$ cat config.mk
export PLATFORM = sky130hd
export DESIGN_NAME = hazard_ctrl
export DESIGN_NICKNAME = d
export VERILOG_FILES = /design/src/rtl/hazard_ctrl_pkg.sv /design/src/rtl/hazard_shadow_pipe.sv /design/src/rtl/hazard_ctrl.sv
export SDC_FILE = /design/constraint.sdc
export NUM_CORES = 1
export LEC_CHECK = 0
export BUFFER_PORTS_ARGS = -buffer_cell sky130_fd_sc_hd__buf_2
export CAP_MARGIN = 20
export CORE_UTILIZATION = 50
export DETAILED_ROUTE_END_ITERATION = 8
export PLACE_DENSITY_LB_ADDON = 0.3
export SYNTH_ARGS = -nofsm -noshare
export SYNTH_HDL_FRONTEND = slang
export SYNTH_SLANG_ARGS = --single-unit
export TNS_END_PERCENT = 30
$ cat constraint.sdc
create_clock -name Clk -period 3 [get_ports Clk]
set_clock_uncertainty 0.15 [all_clocks]
set_input_delay 0.3 -clock Clk [delete_from_list [all_inputs] [get_ports Clk]]
set_output_delay 0.3 -clock Clk [all_outputs]
set_load 0.02 [all_outputs]
$ cat src/rtl/hazard_ctrl_pkg.sv
// Shared definitions for the MIPS hazard/forwarding controller:
// register-number type, forwarding-select encodings and the $0-aware compare.
package hazard_ctrl_pkg;

    localparam int REG_W = 5;

    typedef logic [REG_W-1:0] regNum_t;

    localparam logic [1:0] FWD_RF  = 2'b00;
    localparam logic [1:0] FWD_WB  = 2'b01;
    localparam logic [1:0] FWD_MEM = 2'b10;

    // $0 is hard-wired to zero, so it never creates a dependency.
    function automatic logic regMatch(input regNum_t a, input regNum_t b);
        return (a != '0) && (a == b);
    endfunction

endpackage

$ cat src/rtl/hazard_shadow_pipe.sv
// Shadow copy of the destination/control bits travelling through EX, MEM and WB.
// The E slot is zeroed on a flush; reset clears every slot and wins over a flush.
module hazard_shadow_pipe
    import hazard_ctrl_pkg::*;
(
    input  logic    Clk,
    input  logic    Reset,
    input  logic    FlushE,
    input  regNum_t RsD,
    input  regNum_t RtD,
    input  regNum_t WriteRegD,
    input  logic    RegWriteD,
    input  logic    MemtoRegD,
    output regNum_t RsE,
    output regNum_t RtE,
    output regNum_t WriteRegE,
    output logic    RegWriteE,
    output logic    MemtoRegE,
    output regNum_t WriteRegM,
    output logic    RegWriteM,
    output logic    MemtoRegM,
    output regNum_t WriteRegW,
    output logic    RegWriteW
);

    always_ff @(posedge Clk) begin
        if (Reset) begin
            RsE       <= '0;
            RtE       <= '0;
            WriteRegE <= '0;
            RegWriteE <= 1'b0;
            MemtoRegE <= 1'b0;
            WriteRegM <= '0;
            RegWriteM <= 1'b0;
            MemtoRegM <= 1'b0;
            WriteRegW <= '0;
            RegWriteW <= 1'b0;
        end else begin
            // NOTE: non-blocking, so W picks up the old M and M the old E on the same edge.
            WriteRegW <= WriteRegM;
            RegWriteW <= RegWriteM;
            WriteRegM <= WriteRegE;
            RegWriteM <= RegWriteE;
            MemtoRegM <= MemtoRegE;
            if (FlushE) begin
                RsE       <= '0;
                RtE       <= '0;
                WriteRegE <= '0;
                RegWriteE <= 1'b0;
                MemtoRegE <= 1'b0;
            end else begin
                RsE       <= RsD;
                RtE       <= RtD;
                WriteRegE <= WriteRegD;
                RegWriteE <= RegWriteD;
                MemtoRegE <= MemtoRegD;
            end
        end
    end

endmodule

$ cat src/rtl/hazard_ctrl.sv
// Hazard and forwarding controller for the 5-stage MIPS pipeline: stall/flush,
// EX and ID-branch forwarding selects, and a saturating stall-cycle counter.
module hazard_ctrl
    import hazard_ctrl_pkg::*;
#(
    parameter int CNT_W = 16
) (
    input  logic             Clk,
    input  logic             Reset,
    input  logic [REG_W-1:0] RsD,
    input  logic [REG_W-1:0] RtD,
    input  logic [REG_W-1:0] RdD,
    input  logic             RegWriteD,
    input  logic             MemtoRegD,
    input  logic             RegDstD,
    input  logic             BeqD,
    output logic             StallF,
    output logic             StallD,
    output logic             FlushE,
    output logic [1:0]       ForwardAE,
    output logic [1:0]       ForwardBE,
    output logic             ForwardAD,
    output logic             ForwardBD,
    output logic [CNT_W-1:0] StallCount
);

    regNum_t writeRegD;
    regNum_t rsE, rtE, writeRegE, writeRegM, writeRegW;
    logic    regWriteE, memtoRegE, regWriteM, memtoRegM, regWriteW;
    logic    lwStall, branchStall, anyStall;

    assign writeRegD = RegDstD ? RdD : RtD;

    hazard_shadow_pipe uShadow (
        .Clk       (Clk),
        .Reset     (Reset),
        .FlushE    (anyStall),
        .RsD       (RsD),
        .RtD       (RtD),
        .WriteRegD (writeRegD),
        .RegWriteD (RegWriteD),
        .MemtoRegD (MemtoRegD),
        .RsE       (rsE),
        .RtE       (rtE),
        .WriteRegE (writeRegE),
        .RegWriteE (regWriteE),
        .MemtoRegE (memtoRegE),
        .WriteRegM (writeRegM),
        .RegWriteM (regWriteM),
        .MemtoRegM (memtoRegM),
        .WriteRegW (writeRegW),
        .RegWriteW (regWriteW)
    );

    assign lwStall = memtoRegE & (regMatch(rtE, RsD) | regMatch(rtE, RtD));

    // A branch compares in ID, so it waits for an ALU result still in EX
    // or a load result still in MEM.
    assign branchStall = BeqD &
        ((regWriteE & (regMatch(writeRegE, RsD) | regMatch(writeRegE, RtD))) |
         (memtoRegM & (regMatch(writeRegM, RsD) | regMatch(writeRegM, RtD))));

    assign anyStall = lwStall | branchStall;
    assign StallF   = anyStall;
    assign StallD   = anyStall;
    assign FlushE   = anyStall;

    assign ForwardAD = regWriteM & regMatch(writeRegM, RsD);
    assign ForwardBD = regWriteM & regMatch(writeRegM, RtD);

    // MEM is checked first: it holds the younger, more recent write.
    always_comb begin
        ForwardAE = FWD_RF;
        if (regWriteM && regMatch(writeRegM, rsE))
            ForwardAE = FWD_MEM;
        else if (regWriteW && regMatch(writeRegW, rsE))
            ForwardAE = FWD_WB;

        ForwardBE = FWD_RF;
        if (regWriteM && regMatch(writeRegM, rtE))
            ForwardBE = FWD_MEM;
        else if (regWriteW && regMatch(writeRegW, rtE))
            ForwardBE = FWD_WB;
    end

    always_ff @(posedge Clk) begin
        if (Reset)
            StallCount <= '0;
        else if (anyStall && (StallCount != '1))
            StallCount <= StallCount + CNT_W'(1);
    end

endmodule

======== Yosys cells after proc, flatten, opt, wreduce, memory -nomap -nowiden ========
Cells that the tools add are included.
cells by class
  add/sub/neg operators ................... 1
  multiply operators ...................... 0
  div/mod/pow operators ................... 0
  $lt $le $gt $ge ......................... 0
  equal/unequal tests ..................... 11
  shift-type cells ........................ 0
  mux-type cells .......................... 5
  bitwise logic cells ..................... 11
  reduce and logical (&&, ||, !) cells .... 20
operator list
  cell                     number
  $eq A5 B5 Y1             10
  $reduce_bool A5 Y1       4
  $add A16 B1 Y16 const B  1
  $ne A16 B16 Y1 const B   1
  $logic_and A1 B1 Y1      15
  $and A1 B1 Y1            6
  $mux W5                  1
  $or A1 B1 Y1             5
  $mux W2                  2
  $mux W1                  2
  $reduce_or A2 Y1         1
storage, ports and cells
  register bits after elaboration ......... 46
  latch bits .............................. 0
  RAM bits ................................ 0
  memory bits (read-only) ................. 0
  memories ................................ 0

======== Depth between registers and ports, before layout ========
Gate-level depths: netlist of run 1.
  depth after elaboration ................. 8
  mapped depth ............................ 9
  gate-level depth less buffers ........... 7

======== Hierarchy ========
Synthesis of run 1 repeated with hierarchy kept, for this count alone.
unflattened totals
  cell total of the unflattened synthesis .. 260
  area total of the unflattened synthesis .. 2487.4 um2
modules (own cells, without submodules)
  module              instances  cells an instance  area each (um2)  seq. area each (um2)
  hazard_ctrl         1          195                1581.5           320.3
  hazard_shadow_pipe  1          65                 905.9            600.6

======== Worst setup path after synthesis of run 1 ========
No wires, ideal clock.
  path kind ............................... register to register
  start ................................... register uShadow.RtE[1]
  end ..................................... register StallCount[14]
  setup time .............................. 0.123 ns
  arrival ................................. 1.970 ns
  data required time ...................... 2.727 ns
  path slack .............................. 0.757 ns
  cell stages (with the launch flop) ...... 9
  buffers on the path ..................... 2
  cells stage by stage .................... dfxtp_1 > buf_2 > or4_1 > o21ai_1 > o22ai_2 > or2_4 > buf_6 > nand4_1 > mux2_1
between the ends
  cells in the longest elaborated chain, start to end .. 6
RTL lines
  what                                                       line                      text
  start: declaration                                         hazard_shadow_pipe.sv:15  output regNum_t RtE,
  start signal: assignment                                   hazard_shadow_pipe.sv:53  RtE <= RtD;
  $eq A5 B5 Y1 / $reduce_bool A5 Y1 (equally long branches)  hazard_ctrl_pkg.sv:15     return (a != '0) && (a == b);
  $logic_and A1 B1 Y1                                        hazard_ctrl_pkg.sv:15
  $or A1 B1 Y1 (*)                                           hazard_ctrl.sv:55         assign lwStall = memtoRegE & (regMatch(rtE, RsD) | regMatch(rtE, RtD));
  $and A1 B1 Y1 (*)                                          hazard_ctrl.sv:55
  $or A1 B1 Y1 (*)                                           hazard_ctrl.sv:63         assign anyStall = lwStall | branchStall;
  via FlushE                                                 hazard_ctrl.sv:19         output logic FlushE,
  $logic_and A1 B1 Y1 (*)                                    hazard_ctrl.sv:89         else if (anyStall && (StallCount != '1))
  end signal: assignment                                     hazard_ctrl.sv:90         StallCount <= StallCount + CNT_W'(1);
  end: declaration                                           hazard_ctrl.sv:24         output logic [CNT_W-1:0] StallCount
The timed path passes the listed nets; every way through them passes the cells marked *.
A chain may end at the register's enable or synchronous reset.

======== Final worst setup path of run 1 ========
  start ................................... register uShadow.WriteRegE[1]
  end ..................................... output port StallF
between the ends
  cells in the longest elaborated chain, start to end .. 7
RTL lines
  what                                                       line                      text
  start: declaration                                         hazard_shadow_pipe.sv:16  output regNum_t WriteRegE,
  start signal: assignment                                   hazard_shadow_pipe.sv:54  WriteRegE <= WriteRegD;
  $eq A5 B5 Y1 / $reduce_bool A5 Y1 (equally long branches)  hazard_ctrl_pkg.sv:15
  $logic_and A1 B1 Y1                                        hazard_ctrl_pkg.sv:15
  $or A1 B1 Y1 (*)                                           hazard_ctrl.sv:60         ((regWriteE & (regMatch(writeRegE, RsD) | regMatch(writeRegE, RtD))) |
  $and A1 B1 Y1 (*)                                          hazard_ctrl.sv:60
  $or A1 B1 Y1 (*)                                           hazard_ctrl.sv:60
  $and A1 B1 Y1 (*)                                          hazard_ctrl.sv:59         assign branchStall = BeqD &
  $or A1 B1 Y1 (*)                                           hazard_ctrl.sv:63
  end: declaration                                           hazard_ctrl.sv:17         output logic StallF,
Every way passes the cells marked *; elsewhere a longest branch is shown, timed or not.

==> results_dict.tcl, run 1 <==
set metrics [dict create \
    status "finished clean" \
    track_usage 0.215 \
    final_cells 344 \
    vias 1850 \
    die-area_um2 5090 \
    drv_cap 0 \
    num_rows 24 \
    crit_type "register to output port" \
    hold_path.class "input port to register" \
    setup_tns_ps 0 \
    finalCriticalPeriod_ps 2490 \
    drtAntennaViolNets 0 \
    cellPowerDensity_nw_per_um2 444 \
    area_delta_synth_final_pct 9.68 \
    setup_violations 0 \
    arrival_ps 2040 \
    async_reset_ff_frac 0 \
    fillers 403 \
    place_area_um2 2550 \
    final_cell_area_um2 2640 \
    worst_pin_slew_ps 672 \
    cts_setup_buffers 0 \
    holdBufCountCts 0 \
    r2r_slack_ps 610 \
    drt_wl_total_um 4980 \
    synth_area_um2 2400 \
    cts_made_buffers 5 \
    path_cells "or4_1, o211ai_1, o22ai_2, or2_4, buf_2" \
    portBuffers 45 \
    syn_area_per_cell_um2 9.18 \
    antenna_found_initial 0 \
    post_cts_resized 0 \
    drtIter0Drc 88 \
    crit_path_start_kind "register" \
    multi_input_area_um2 1330 \
    die_w_um 71.4 \
    wire_per_inst_um 14.5 \
    cts-root-buf "clkbuf_8" \
    clock_sinks 46 \
    final_common_cell "dfxtp_1" \
    start_util 0.537 \
    peakVddDrop_v 0.000260 \
    layout_common_cells "dfxtp_1 (46), buf_2 (45), xor2_1 (43)" \
    yosys_warnings 0 \
    end_kind "output port" \
    seq_area_um2 921 \
    slew-limit-headroom 0.552 \
    clk_path_buf_depth 2 \
    p_leak_nw 1.20 \
    synth_edf_count 0 \
    grt_max_degree 39 \
    timing.hold.ws_ps 59.9 \
    grt-ovfl-total 0 \
    pin_count 46 \
    fin_crit_sh 0.829 \
    grt_pass1_vias 1708 \
    max_freq_ghz 0.402 \
    fp.dieH_um 71.4 \
    drc 0 \
    yosysUniqueCellTypes 38 \
    viasPerCell 5.38 \
    syn_inst 262 \
    synth_fp_nets 284 \
    synth_ff_type "dfxtp_1" \
    critPathMaxStageDelay_ps 520 \
    cts.clk_slew.worst_paths_ps 80 \
    clk_latency_ps 300 \
    cp.required_ps 2550 \
    ys_seq_area_frac 0.383 \
    layout-drive-gt1-share 0.195 \
    hpwl_um 3720 \
    final_max_slew_viol_count 0 \
    drtPass1Iterations 4 \
    finish.net_count 315 \
    worstPathMaxFanout 14 \
    dpl.cell_count 338 \
    p_total_mw 1.17 \
    place_congestion 0.888 \
    coreArea_um2 4470 \
    grt_pass1_wl_um 8530 \
    cts-htree-levels 2 \
    cpMaxStageDelayCell "or4_1" \
    finalHoldViolCount 0 \
    ys_seq_elements 46 \
    grt_setup_unrepaired "no" \
    antennaDiodeCount 0 \
    cts_tree "yes" \
]
==> worst max-delay path, delay by kind of cell, from the launching register on <==
kind / cells / cell delay, ps
and+or+nand+nor: 2 / 850
AOI/OAI and AO/OA: 2 / 370
DFF: 1 / 350
buffers and inverters: 1 / 180
==> power breakdown <==
part	internal [mW]	total [mW]	leakage (nW)	switching, mW
registers	0.632	0.664	0.377	0.0319
logic	0.0665	0.136	0.782	0.0692
clock network	0.178	0.372	0.0431	0.194
==> sequential cells by signal, summed over array words and instances, names as in the netlist <==
| signal | cells |
|---|---|
| StallCount | 16 |
| uShadow.RsE | 5 |
| uShadow.RtE | 5 |
| uShadow.WriteRegE | 5 |
| uShadow.WriteRegM | 5 |
| uShadow.WriteRegW | 5 |
| uShadow.MemtoRegE | 1 |
| uShadow.MemtoRegM | 1 |
| uShadow.RegWriteE | 1 |
| uShadow.RegWriteM | 1 |
| uShadow.RegWriteW | 1 |
==> synth_stat cells (all sizes together) (4+ instances only) <==
library cell | count | area share
clkbuf | 5 | 0.0078
nor3 | 12 | 0.027
nand3 | 8 | 0.017
o31ai | 5 | 0.016
xnor2 | 11 | 0.040
nor4 | 4 | 0.010
o21ai | 6 | 0.014
o211ai | 4 | 0.012
nor2b | 16 | 0.042
or4 | 12 | 0.037
buf | 16 | 0.050
and2 | 13 | 0.034
and3 | 6 | 0.016
nor2 | 16 | 0.026
xor2 | 43 | 0.16
dfxtp | 46 | 0.38
mux2i | 6 | 0.025
nand2 | 9 | 0.014
a21oi | 7 | 0.019
==> worst paths after layout <==
check | start | endpoint | depth (start not counted)
setup / recovery | uShadow.WriteRegE[1] | StallF | 5
hold / removal | MemtoRegD | uShadow.MemtoRegE | 2
setup reg to reg | uShadow.RtE[0] | StallCount[15] | 7
hold reg to reg | uShadow.RegWriteM | uShadow.RegWriteW | 1
==> layer usage <==
layer,vias up,global-route usage,share of wire
li1,956,-,-
met1,853,0.295,0.48
met2,39,0.342,0.47
met3,2,0.0591,0.045
met4,0,0.0422,0.0054
met5,-,0,0
==> final cells by class <==
class	instances	area share
clock buffers	6	0.0313
inverters	3	0.00427
multi-input cells	192	0.505
flip-flops and latches	46	0.349
well taps	52	0.0247
repair buffers	45	0.0854
==> cells by family after synthesis <==
kind of cell,synth area share
AOI/OAI and AO/OA,0.0858
xor gates and xnor gates,0.197
adders and majority gates,0.00520
buffers and inverters,0.0629
DFF,0.383
muxes,0.0297
and+or+nand+nor,0.237
==> through the flow <==
stage	worst slack [ps]	utilization
after floorplan	757	-
after global placement	685	0.571
after detailed placement	623	0.571
after CTS	497	0.589
after global routing	407	0.589
final	513	0.589
(Power assumes the default switching activity.)
==> run 2: changes to the inputs <==
Settings changed: ABC_AREA set to 1.
Clock period 3 ns to 2.5 ns, I/O delays scaled along.
==> results_dict.tcl, run 2 <==
set metrics [dict create \
    r2r_cells 11 \
    vias 2411 \
    viasPerCell 4.96 \
    die_w_um 73.0 \
    clk_path_buf_depth 2 \
    drt_wl_total_um 5840 \
    setup_tns_ps 0 \
    clk_latency_ps 300 \
    syn_area_per_cell_um2 6.65 \
    slew-limit-headroom 0.705 \
    async_reset_ff_frac 0 \
    num_rows 25 \
    worstSetupStartpoint "uShadow.RtE[1]" \
    grt_setup_unrepaired "no" \
    synth_ff_type "dfxtp_1" \
    final_max_slew_viol_count 0 \
    worstPathMaxFanout 34 \
    die-area_um2 5330 \
    portBuffers 45 \
    status "finished clean" \
    antennaDiodeCount 0 \
    place_congestion 0.894 \
    cp.required_ps 2100 \
    grt_pass1_vias 2135 \
    finalCriticalPeriod_ps 2310 \
    peakVddDrop_v 0.000329 \
    worstReg2RegStart "uShadow.WriteRegM[0]" \
    layout-drive-gt1-share 0.160 \
    max_freq_ghz 0.433 \
    largest_reg_flops 16 \
    drtPass1Iterations 5 \
    synth.largest_area_cell "dfxtp_1" \
    drv_cap 0 \
    place_ws_ps 427 \
    hold_path.class "input port to register" \
    drc 0 \
    antenna_found_initial 0 \
    fin_ws_ps 191 \
    r2r_slack_ps 570 \
    syn_inst 379 \
    yosys.area.top_type_share 0.365 \
    fp.dieH_um 73.0 \
    yosysMostFrequentCell "nor2_1" \
    top_register "StallCount" \
    drtAntennaViolNets 0 \
    cts_tree "yes" \
    cts-root-buf "clkbuf_8" \
    start_util 0.527 \
    synth_edf_count 0 \
    yosysUniqueCellTypes 28 \
    clock_sinks 46 \
    p_leak_nw 1.45 \
    synth_area_um2 2520 \
    pin_count 46 \
    cts_made_buffers 5 \
    crit_type "register to output port" \
    timing.rr.end "uShadow.RtE[0]" \
    grt_max_degree 35 \
    cts_setup_buffers 0 \
    area_delta_synth_final_pct 13.5 \
    post_cts_resized 0 \
    finalHoldViolCount 0 \
    end_kind "output port" \
    yosys-top-cells-count "nor2_1 (83), nand2_1 (74), inv_1 (47)" \
    hpwl_um 4260 \
    cts-htree-levels 2 \
    fin_crit_sh 0.924 \
    cellPowerDensity_nw_per_um2 534 \
    holdBufCountCts 0 \
    grt-ovfl-total 0 \
    grt_pass1_wl_um 9530 \
    yosys_warnings 0 \
    finish.net_count 440 \
    track_usage 0.232 \
    coreArea_um2 4790 \
    worst_pin_slew_ps 439 \
    endpoint "StallF" \
    drtIter0Drc 154 \
    arrival_ps 1910 \
    p_total_mw 1.53 \
    synthTopCellsByArea "dfxtp_1 (37%), nor2_1 (12%), nand2_1 (11%), inv_1 (7.0%), xor2_1 (6.3%)" \
    ys_seq_elements 46 \
    cts.clk_slew.worst_paths_ps 80 \
    setup_violations 0 \
    ys_seq_area_frac 0.365 \
    final_common_cell "nor2_1" \
    crit_path_start_kind "register" \
    synth_fp_nets 401 \
    layout_common_cells "nor2_1 (83), nand2_1 (74), inv_1 (47)" \
    wire_per_inst_um 12.0 \
]
[run 2: cell count changes after synthesis, sizes merged, moves of 13 or more]
cell,delta
xor2,-25
and2,-13
nor2,+69
nand3,+23
nand2,+67
nor2b,-16
inv,+47
a21oi,+18
[run 2: through the flow]
| stage | cell area (um2) | util | cells | hold slack (ps) |
|---|---|---|---|---|
| 6_report | 2860 | 0.598 | 486 | 6.86 |
| 5_1_grt | 2860 | 0.598 | 486 | 4.70 |
| 4_1_cts | 2850 | 0.595 | 486 | 0.587 |
| 3_5_place_dp | 2740 | 0.573 | 478 | 277 |
| 3_3_place_gp | 2740 | 0.573 | 478 | 271 |
| 2_1_floorplan | 2520 | - | 379 | 171 |
[run 2: cell type report]
class	count	area [um2]
Sequential cell	46	926
Multi-Input combinational cell	268	1320
Timing Repair Buffer	46	233
Fill cell	456	1920
Clock inverter	1	30.0
Tap cell	67	83.8
Inverter	51	191
Clock buffer	7	76.3
[run 2: how the worst min path moves through the flow]
stage                            from           endpoint  slack, ps  cells past startpoint
finish                      MemtoRegD  uShadow.MemtoRegE          7                      3
global route                MemtoRegD  uShadow.MemtoRegE          5                      3
CTS                         MemtoRegD  uShadow.MemtoRegE        0.6                      3
detailed placement  uShadow.RegWriteE  uShadow.RegWriteM        280                      2
global placement    uShadow.MemtoRegE  uShadow.MemtoRegM        270                      2
floorplan                       Reset  uShadow.RegWriteM        170                      1
[run 2: kinds of logic (layout without fill, tap and decap cells)]
family | count (synthesis) | after routing | synth area share
AO/OA/AOI/OAI | 36 | 36 | 0.0799
buffers and inverters | 65 | 105 | 0.114
flip-flops | 46 | 46 | 0.365
AND/OR/NAND/NOR | 205 | 205 | 0.345
XOR/XNOR | 26 | 26 | 0.0903
adder cells (fa/ha/maj) | 1 | 1 | 0.00496
[run 2: routing by layer]
metal,routed length (um),part of all wire,track usage,vias to the layer above
li1,-,-,-,1259
met3,300,0.051,0.0442,6
met1,2820,0.48,0.324,1069
met2,2650,0.45,0.357,77
met4,70,0.012,0.0784,0
met5,0,0,0,-
[run 2: power by group]
| group | internal (mW) | switching [mW] | total, mW |
|---|---|---|---|
| registers | 0.759 | 0.0324 | 0.791 |
| clock network | 0.299 | 0.245 | 0.544 |
| logic | 0.0747 | 0.118 | 0.193 |
| total | 1.13 | 0.396 | 1.53 |
[run 2: critical path, stage by stage (launching register included)]
cell and delay, ps:
dfxtp_1 360, inv_1 150, nor2_1 60, nor3_1 200, nand3_1 110, nand2_1 90
nand3_1 190, nand2_8 250, buf_2 200
